`config.mk`:
```
export PLATFORM = sky130hd
export DESIGN_NAME = control_pipe
export DESIGN_NICKNAME = d
export VERILOG_FILES = /design/src/rtl/control_pipe.sv
export SDC_FILE = /design/constraint.sdc
export NUM_CORES = 1
export LEC_CHECK = 0
export CAP_MARGIN = 5
export CORE_MARGIN = 2
export CORE_UTILIZATION = 43
export DETAILED_ROUTE_END_ITERATION = 16
export PLACE_DENSITY = 0.89
export SLEW_MARGIN = 20
export SYNTH_ARGS = -nofsm -noshare
export SYNTH_HDL_FRONTEND = slang
export SYNTH_SLANG_ARGS = --single-unit
```
`constraint.sdc`:
```
create_clock -name clk -period 0.81 [get_ports clk]
set_input_delay 0.1215 -clock clk [delete_from_list [all_inputs] [get_ports clk]]
set_output_delay 0.1215 -clock clk [all_outputs]
set_load 0.01 [all_outputs]
```
`src/rtl/control_pipe.sv`:
```
// ID-stage decoder plus ID/EX control register; load-use bubbles only when CTRL_HAZARD_EN is defined.
// Latency: the instruction in ID appears on the registered bundle after one clock edge.
// Backpressure: mem_stall_i freezes all state; stall_o holds PC and IF/ID while bubbles drain.
module control_pipe #(
    parameter int ALU_W        = 4,
    parameter int LOAD_USE_LAT = 1
) (
    input  logic             clk,
    input  logic             rst,
    input  logic [31:0]      instruction_i,
    input  logic             mem_stall_i,
    input  logic             flush_i,
    output logic             stall_o,
    output logic [1:0]       RegDst_o,
    output logic [1:0]       Jump_o,
    output logic             Brncheq_o,
    output logic             Brnchne_o,
    output logic [1:0]       CachetoReg_o,
    output logic [ALU_W-1:0] ALU_control_o,
    output logic             CacheRead_o,
    output logic             CacheWrite_o,
    output logic             ALUSrc_o,
    output logic             RegWrite_o,
    output logic [4:0]       ex_dst_o
);
    typedef struct packed {
        logic [1:0]       reg_dst;
        logic [1:0]       jump;
        logic             brncheq;
        logic             brnchne;
        logic [1:0]       cache_to_reg;
        logic [ALU_W-1:0] alu;
        logic             cache_read;
        logic             cache_write;
        logic             alu_src;
        logic             reg_write;
    } ctrl_t;

    localparam logic [ALU_W-1:0] ALU_AND  = ALU_W'(0);
    localparam logic [ALU_W-1:0] ALU_OR   = ALU_W'(1);
    localparam logic [ALU_W-1:0] ALU_ADD  = ALU_W'(2);
    localparam logic [ALU_W-1:0] ALU_SUB  = ALU_W'(3);
    localparam logic [ALU_W-1:0] ALU_SLT  = ALU_W'(4);
    localparam logic [ALU_W-1:0] ALU_SLL  = ALU_W'(5);
    localparam logic [ALU_W-1:0] ALU_SRL  = ALU_W'(6);
    localparam logic [ALU_W-1:0] ALU_SRA  = ALU_W'(7);
    localparam logic [ALU_W-1:0] ALU_XOR  = ALU_W'(8);
    localparam logic [ALU_W-1:0] ALU_NOR  = ALU_W'(9);
    localparam logic [ALU_W-1:0] ALU_NONE = '1;
    localparam ctrl_t            BUBBLE   = '{alu: ALU_NONE, default: '0};

    logic [5:0] opcode;
    logic [5:0] funct;
    logic [4:0] rs;
    logic [4:0] rt;
    logic [4:0] rd;
    logic       valid;
    logic       rd_rs;
    logic       rd_rt;
    ctrl_t      dec;
    logic [4:0] dec_dst;
    ctrl_t      ctrl_q;
    logic [4:0] ex_dst_q;
    logic       unused_shamt;

    assign opcode       = instruction_i[31:26];
    assign rs           = instruction_i[25:21];
    assign rt           = instruction_i[20:16];
    assign rd           = instruction_i[15:11];
    assign funct        = instruction_i[5:0];
    assign unused_shamt = ^instruction_i[10:6];

    always_comb begin
        dec     = '0;
        valid   = 1'b1;
        rd_rs   = 1'b1;
        rd_rt   = 1'b0;
        dec_dst = 5'd0;
        if (instruction_i == 32'h0) begin
            valid = 1'b0;
        end else begin
            case (opcode)
                6'h00: begin
                    rd_rt = 1'b1;
                    case (funct)
                        6'h08: begin
                            dec.jump         = 2'b10;
                            dec.reg_dst      = 2'b11;
                            dec.cache_to_reg = 2'b11;
                        end
                        6'h09: begin
                            dec.jump         = 2'b10;
                            dec.reg_dst      = 2'b01;
                            dec.cache_to_reg = 2'b11;
                            dec.reg_write    = 1'b1;
                        end
                        default: begin
                            dec.reg_dst   = 2'b01;
                            dec.reg_write = 1'b1;
                            case (funct)
                                6'h00:   dec.alu = ALU_SLL;
                                6'h02:   dec.alu = ALU_SRL;
                                6'h03:   dec.alu = ALU_SRA;
                                6'h20:   dec.alu = ALU_ADD;
                                6'h22:   dec.alu = ALU_SUB;
                                6'h24:   dec.alu = ALU_AND;
                                6'h25:   dec.alu = ALU_OR;
                                6'h26:   dec.alu = ALU_XOR;
                                6'h27:   dec.alu = ALU_NOR;
                                6'h2a:   dec.alu = ALU_SLT;
                                default: valid   = 1'b0;
                            endcase
                        end
                    endcase
                end
                6'h02: begin
                    rd_rs            = 1'b0;
                    dec.jump         = 2'b01;
                    dec.reg_dst      = 2'b11;
                    dec.cache_to_reg = 2'b11;
                end
                6'h03: begin
                    rd_rs            = 1'b0;
                    dec.jump         = 2'b01;
                    dec.reg_dst      = 2'b10;
                    dec.cache_to_reg = 2'b10;
                    dec.reg_write    = 1'b1;
                end
                6'h04, 6'h05: begin
                    rd_rt            = 1'b1;
                    dec.brncheq      = (opcode == 6'h04);
                    dec.brnchne      = (opcode == 6'h05);
                    dec.reg_dst      = 2'b11;
                    dec.cache_to_reg = 2'b11;
                end
                6'h08, 6'h0a, 6'h0c, 6'h0d, 6'h0e: begin
                    dec.alu_src   = 1'b1;
                    dec.reg_write = 1'b1;
                    case (opcode)
                        6'h08:   dec.alu = ALU_ADD;
                        6'h0a:   dec.alu = ALU_SLT;
                        6'h0c:   dec.alu = ALU_AND;
                        6'h0d:   dec.alu = ALU_OR;
                        default: dec.alu = ALU_XOR;
                    endcase
                end
                6'h23: begin
                    dec.cache_to_reg = 2'b01;
                    dec.alu          = ALU_ADD;
                    dec.cache_read   = 1'b1;
                    dec.alu_src      = 1'b1;
                    dec.reg_write    = 1'b1;
                end
                6'h2b: begin
                    rd_rt            = 1'b1;
                    dec.reg_dst      = 2'b11;
                    dec.cache_to_reg = 2'b11;
                    dec.alu          = ALU_ADD;
                    dec.cache_write  = 1'b1;
                    dec.alu_src      = 1'b1;
                end
                default: valid = 1'b0;
            endcase
        end
        // An undecodable word must look exactly like a bubble, destination included.
        if (!valid) begin
            dec   = BUBBLE;
            rd_rs = 1'b0;
            rd_rt = 1'b0;
        end else begin
            case (dec.reg_dst)
                2'b00:   dec_dst = rt;
                2'b01:   dec_dst = rd;
                2'b10:   dec_dst = 5'd31;
                default: dec_dst = 5'd0;
            endcase
        end
    end

`ifdef CTRL_HAZARD_EN
    logic [1:0] cnt;
    logic       hazard;

    assign hazard  = ctrl_q.cache_read && (ex_dst_q != 5'd0) &&
                     ((rd_rs && (rs == ex_dst_q)) || (rd_rt && (rt == ex_dst_q)));
    assign stall_o = !flush_i && ((hazard && (cnt == 2'd0)) || (cnt != 2'd0));

    // The first bubble clears the load from EX, so cnt carries the remaining ones.
    always_ff @(posedge clk or posedge rst) begin
        if (rst) begin
            ctrl_q   <= BUBBLE;
            ex_dst_q <= 5'd0;
            cnt      <= 2'd0;
        end else if (!mem_stall_i) begin
            if (flush_i) begin
                ctrl_q   <= BUBBLE;
                ex_dst_q <= 5'd0;
                cnt      <= 2'd0;
            end else if (hazard && (cnt == 2'd0)) begin
                ctrl_q   <= BUBBLE;
                ex_dst_q <= 5'd0;
                cnt      <= 2'(LOAD_USE_LAT - 1);
            end else if (cnt != 2'd0) begin
                ctrl_q   <= BUBBLE;
                ex_dst_q <= 5'd0;
                cnt      <= cnt - 2'd1;
            end else begin
                ctrl_q   <= dec;
                ex_dst_q <= dec_dst;
            end
        end
    end
`else
    logic unused_hz;

    assign unused_hz = ^{rd_rs, rd_rt, rs};
    assign stall_o   = 1'b0;

    always_ff @(posedge clk or posedge rst) begin
        if (rst) begin
            ctrl_q   <= BUBBLE;
            ex_dst_q <= 5'd0;
        end else if (!mem_stall_i) begin
            if (flush_i) begin
                ctrl_q   <= BUBBLE;
                ex_dst_q <= 5'd0;
            end else begin
                ctrl_q   <= dec;
                ex_dst_q <= dec_dst;
            end
        end
    end
`endif

    assign RegDst_o      = ctrl_q.reg_dst;
    assign Jump_o        = ctrl_q.jump;
    assign Brncheq_o     = ctrl_q.brncheq;
    assign Brnchne_o     = ctrl_q.brnchne;
    assign CachetoReg_o  = ctrl_q.cache_to_reg;
    assign ALU_control_o = ctrl_q.alu;
    assign CacheRead_o   = ctrl_q.cache_read;
    assign CacheWrite_o  = ctrl_q.cache_write;
    assign ALUSrc_o      = ctrl_q.alu_src;
    assign RegWrite_o    = ctrl_q.reg_write;
    assign ex_dst_o      = ex_dst_q;

endmodule

```
==> results.py <==
metrics = {
    "synth": {
        "synth_cells": 176,
        "yosys_most_used_dff": "sky130_fd_sc_hd__dfrtp_1",
        "syn_area_um2": 1470,
        "ys_seq_area_share_pct": 36.1,
        "synth_top_cell_by_area": "sky130_fd_sc_hd__dfrtp_1",
        "postSynthAreaPerCell_um2": 8.35,
        "synth_fp_nets": 212,
        "post_synth_edffs": 0,
        "synth_most_common_cell": "sky130_fd_sc_hd__nand2_1",
        "synth-seq-cells": 21,
        "synth_top_cells_by_count": "sky130_fd_sc_hd__nand2_1 (18), sky130_fd_sc_hd__dfrtp_1 (17), sky130_fd_sc_hd__a21oi_1 (14)",
        "yosys_synthesis_warning_count": 0,
        "async_set_or_reset_flop_fraction_in_the_synthesized_netlist_pct": 100,
        "post_synth_num_cell_types": 44,
        "synth_largest_type_area_fraction_pct": 28.9,
        "synth.top_cells.by_area": "sky130_fd_sc_hd__dfrtp_1 (29%), sky130_fd_sc_hd__dfstp_2 (7.1%), sky130_fd_sc_hd__a21oi_1 (4.8%)",
    },
    "global_routing": {
        "grt_pass1_wl_mm": 9.54,
        "global_route.usage.total_pct": 30.1,
        "antenna_found_initial": 0,
        "pin_count_of_the_biggest_net_entering_global_routing": 24,
        "vias_in_the_first_global_route": 1959,
        "global_route.overflow_total": 0,
    },
    "power": {
        "p_switching_w": 0.000856,
        "power_frac_seq_pct": 42.3,
        "p_per_area_nw_per_um2": 904,
        "power.clock.fraction_pct": 20.6,
        "power.ir.vdd_worst_v": 0.000807,
        "power.share.switching_pct": 32.8,
        "power.leakage_nw": 1.34,
        "pwr-share-comb_pct": 37.0,
        "report.power.total_w": 0.00261,
        "power_report.internal_total_w": 0.00176,
    },
    "status": {
        "violated_checks": "negative setup slack",
        "status": "finished, violations left",
    },
    "detailed_routing": {
        "detail_route.first_pass.iterations": 6,
        "route.detailed.wl_per_inst_um": 21.1,
        "route.detailed.vias_per_inst": 6.16,
        "drc": 0,
        "vias": 2157,
        "wl_mm": 7.39,
        "route.antenna.remaining_nets": 0,
        "detail_route.iter0.violations": 215,
    },
    "worst_setup_path": {
        "crit_path_category": "in2reg",
        "critPathArrivalTime_ns": 1.70,
        "critical_path.max_stage_delay_ns": 0.28,
        "worstPathMaxFanout": 5,
        "start_kind": "input pin",
        "required_ns": 1.01,
        "timing.critical_path.cells": "clkdlybuf4s15_1 > nor4_4 > nand4_1 > buf_4 > or2_4 > a21oi_2 > o31ai_2",
        "slowest_stage": "sky130_fd_sc_hd__or2_4",
        "worst_setup_path_end_kind": "flop",
    },
    "run": {
        "max-cap-violations": 0,
    },
    "clock_tree": {
        "cts_root_buf": "sky130_fd_sc_hd__clkbuf_4",
        "clock_tree_from_tritoncts": "done",
        "cts_max_path_buffers": 2,
        "clkLatencyLatePin_ns": 0.31,
        "numCtsBuffers": 3,
        "cts_hold_buf": 0,
        "htreeDepth": 1,
        "clock_sink_count": 21,
        "clock_slew_at_the_register_clock_pins_of_the_worst_setup_and_hold_paths_ns": 0.13,
    },
    "placement": {
        "place.detailed.instances": 313,
        "place.gp.congestion": 0.854,
        "numPortBuffers": 56,
        "place_hpwl_mm": 3.69,
        "detailed_place.area_um2": 2410,
    },
    "floorplanning": {
        "starting_density_of_the_core_pct": 44.4,
        "die_width_um": 62.5,
        "rows": 21,
        "ios": 58,
        "die_h_um": 62.5,
        "core-area_um2": 3310,
        "die_area_um2": 3900,
    },
    "sta": {
        "timing.final.ws_setup_ns": -0.693,
        "final.min_clock_period_ns": 1.50,
        "report.final.setup_viol": 42,
        "timing.clock.skew_ns": 0,
        "hold-worst-slack_ns": 0.117,
        "hold_viol": 0,
        "fin_crit_sh_pct": 186,
        "rsz_0062_raised_after_global_routing": "true",
        "timing_max_transition_violations_final": 0,
        "maxClockFrequency_ghz": 0.666,
    },
    "final_layout": {
        "nFillCells": 144,
        "final_cells": 350,
        "final_layout_size_suffix_gt1_share_pct": 56.6,
        "syn2layout_area_growth_pct": 96.7,
        "antennaDiodeCount": 0,
        "final_net_count": 341,
        "finalInstanceArea_um2": 2890,
    },
    "hold_path": {
        "min_path_type": "in2async",
    },
}
-- registers in the layout, summed over array words and instances, names as in the netlist --
| register | cells |
|---|---|
| ex_dst_o | 5 |
| ALU_control_o | 4 |
| CachetoReg_o | 2 |
| Jump_o | 2 |
| RegDst_o | 2 |
| ALUSrc_o | 1 |
| Brncheq_o | 1 |
| Brnchne_o | 1 |
| CacheRead_o | 1 |
| CacheWrite_o | 1 |
| RegWrite_o | 1 |
-- kinds of logic (layout without fill, tap and decap cells) --
kind of cell              count (synthesis)  in the layout  synth area share [%]
muxes                                     2              2                  1.36
other                                     1              1                 0.255
AOI/OAI and AO/OA                        61             61                  28.1
buffers and inverters                    20            148                  6.89
xor gates and xnor gates                  1              1                 0.596
and+or+nand+nor                          70             70                  26.7
DFF                                      21             21                  36.1
-- metal layers --
| metal | vias up | global-route usage [%] | share of wire, % |
|---|---|---|---|
| li1 | 917 | - | - |
| met1 | 1017 | 35.2 | 37 |
| met2 | 158 | 54.4 | 48 |
| met3 | 65 | 3.78 | 7.6 |
| met4 | 0 | 13.9 | 7.1 |
| met5 | - | 0 | 0 |
-- cells in the final DEF, fill, tap and decap left out, types with 2 or more instances in the layout --
master                            Yosys  final
sky130_fd_sc_hd__buf_4                2     68
sky130_fd_sc_hd__buf_6                2     23
sky130_fd_sc_hd__buf_2                3     22
sky130_fd_sc_hd__dfrtp_1             17     17
sky130_fd_sc_hd__nand2_1             18     17
sky130_fd_sc_hd__clkdlybuf4s15_1      0     10
sky130_fd_sc_hd__a21oi_1             14      8
sky130_fd_sc_hd__nand3_1              8      8
sky130_fd_sc_hd__inv_1                6      6
sky130_fd_sc_hd__o21ai_2              1      6
sky130_fd_sc_hd__dlygate4sd2_1        0      6
sky130_fd_sc_hd__nor4_2               0      5
sky130_fd_sc_hd__nor2_1               6      5
sky130_fd_sc_hd__nor2b_1              5      5
sky130_fd_sc_hd__o31ai_2              0      5
sky130_fd_sc_hd__dfstp_2              4      4
sky130_fd_sc_hd__nor4_4               1      4
sky130_fd_sc_hd__nand2b_1             4      4
sky130_fd_sc_hd__o21ai_0              9      4
sky130_fd_sc_hd__a21oi_2              0      4
sky130_fd_sc_hd__nor3_1               5      4
sky130_fd_sc_hd__a211oi_1             4      3
sky130_fd_sc_hd__nand3b_1             3      3
sky130_fd_sc_hd__a21o_1               4      3
sky130_fd_sc_hd__nand4_1              3      3
sky130_fd_sc_hd__a31oi_4              0      3
sky130_fd_sc_hd__clkbuf_4             0      3
sky130_fd_sc_hd__clkdlybuf4s50_1      0      3
sky130_fd_sc_hd__a31oi_1              6      2
sky130_fd_sc_hd__mux2i_1              2      2
sky130_fd_sc_hd__or2_2                3      2
sky130_fd_sc_hd__a22o_1               2      2
sky130_fd_sc_hd__o31ai_1              8      2
sky130_fd_sc_hd__a21oi_4              0      2
sky130_fd_sc_hd__a32oi_1              2      2
sky130_fd_sc_hd__or4_1                3      2
sky130_fd_sc_hd__buf_8                0      2
sky130_fd_sc_hd__clkbuf_2             0      2
-- worst paths after layout --
path                                        start                to  slack (ns)  cells past startpoint
worst max-delay path            instruction_i[11]       ex_dst_o[2]       -0.69                      7
worst max register to register        RegDst_o[0]       RegDst_o[0]       -0.21                      3
max in group asynchronous                     rst  ALU_control_o[1]        0.47                      3
worst min-delay path                          rst         Jump_o[0]        0.12                      3
min in group clk                instruction_i[29]         Brnchne_o        0.17                      3
worst min register to register   ALU_control_o[0]  ALU_control_o[0]        0.48                      2
-- layout make-up --
cell class / instances / area (um2) / share of cell area (%)
timing repair buffer: 138 / 1130 / 39.2
multi-input combinational: 135 / 1120 / 38.7
sequential: 21 / 531 / 18.3
tap: 46 / 57.6 / 1.99
clock buffer: 3 / 22.5 / 0.779
inverter: 6 / 22.5 / 0.779
clock inverter: 1 / 5.00 / 0.173
-- critical path, delay by kind of cell --
| kind | cells | cell delay, ns |
|---|---|---|
| AOI/OAI and AO/OA | 2 | 0.28 |
| buffers and inverters | 2 | 0.48 |
| and+or+nand+nor | 3 | 0.82 |
-- stage by stage --
step                      util, %  setup slack [ns]  TNS (ns)
after floorplan                 -            -0.649    -11.06
after global placement       72.8             -1.16    -26.69
after detailed placement     72.8             -1.31    -27.92
after CTS                    79.4            -0.514    -12.56
after global routing         87.3            -0.692    -17.08
final                        87.3            -0.693    -16.32
-- power groups by stage --
stage,clock network [W],logic (W),registers [W]
finish,0.000539,0.000968,0.00111
global placement,0,0.000736,0.00112
detailed placement,0,0.000753,0.00112
floorplan,0,0.000288,0.00113
global route,0.000599,0.00101,0.00111
CTS,0.000527,0.000813,0.00110
-- what timing repair did --
action,CTS,global route
resized for setup,216,40
endpoints found under the setup margin,42,42
pin swaps,34,20
buffers inserted,19,13
endpoints found under the hold margin,0,0
cloned,1,0
No activity file was read; power rests on OpenSTA's default activity.
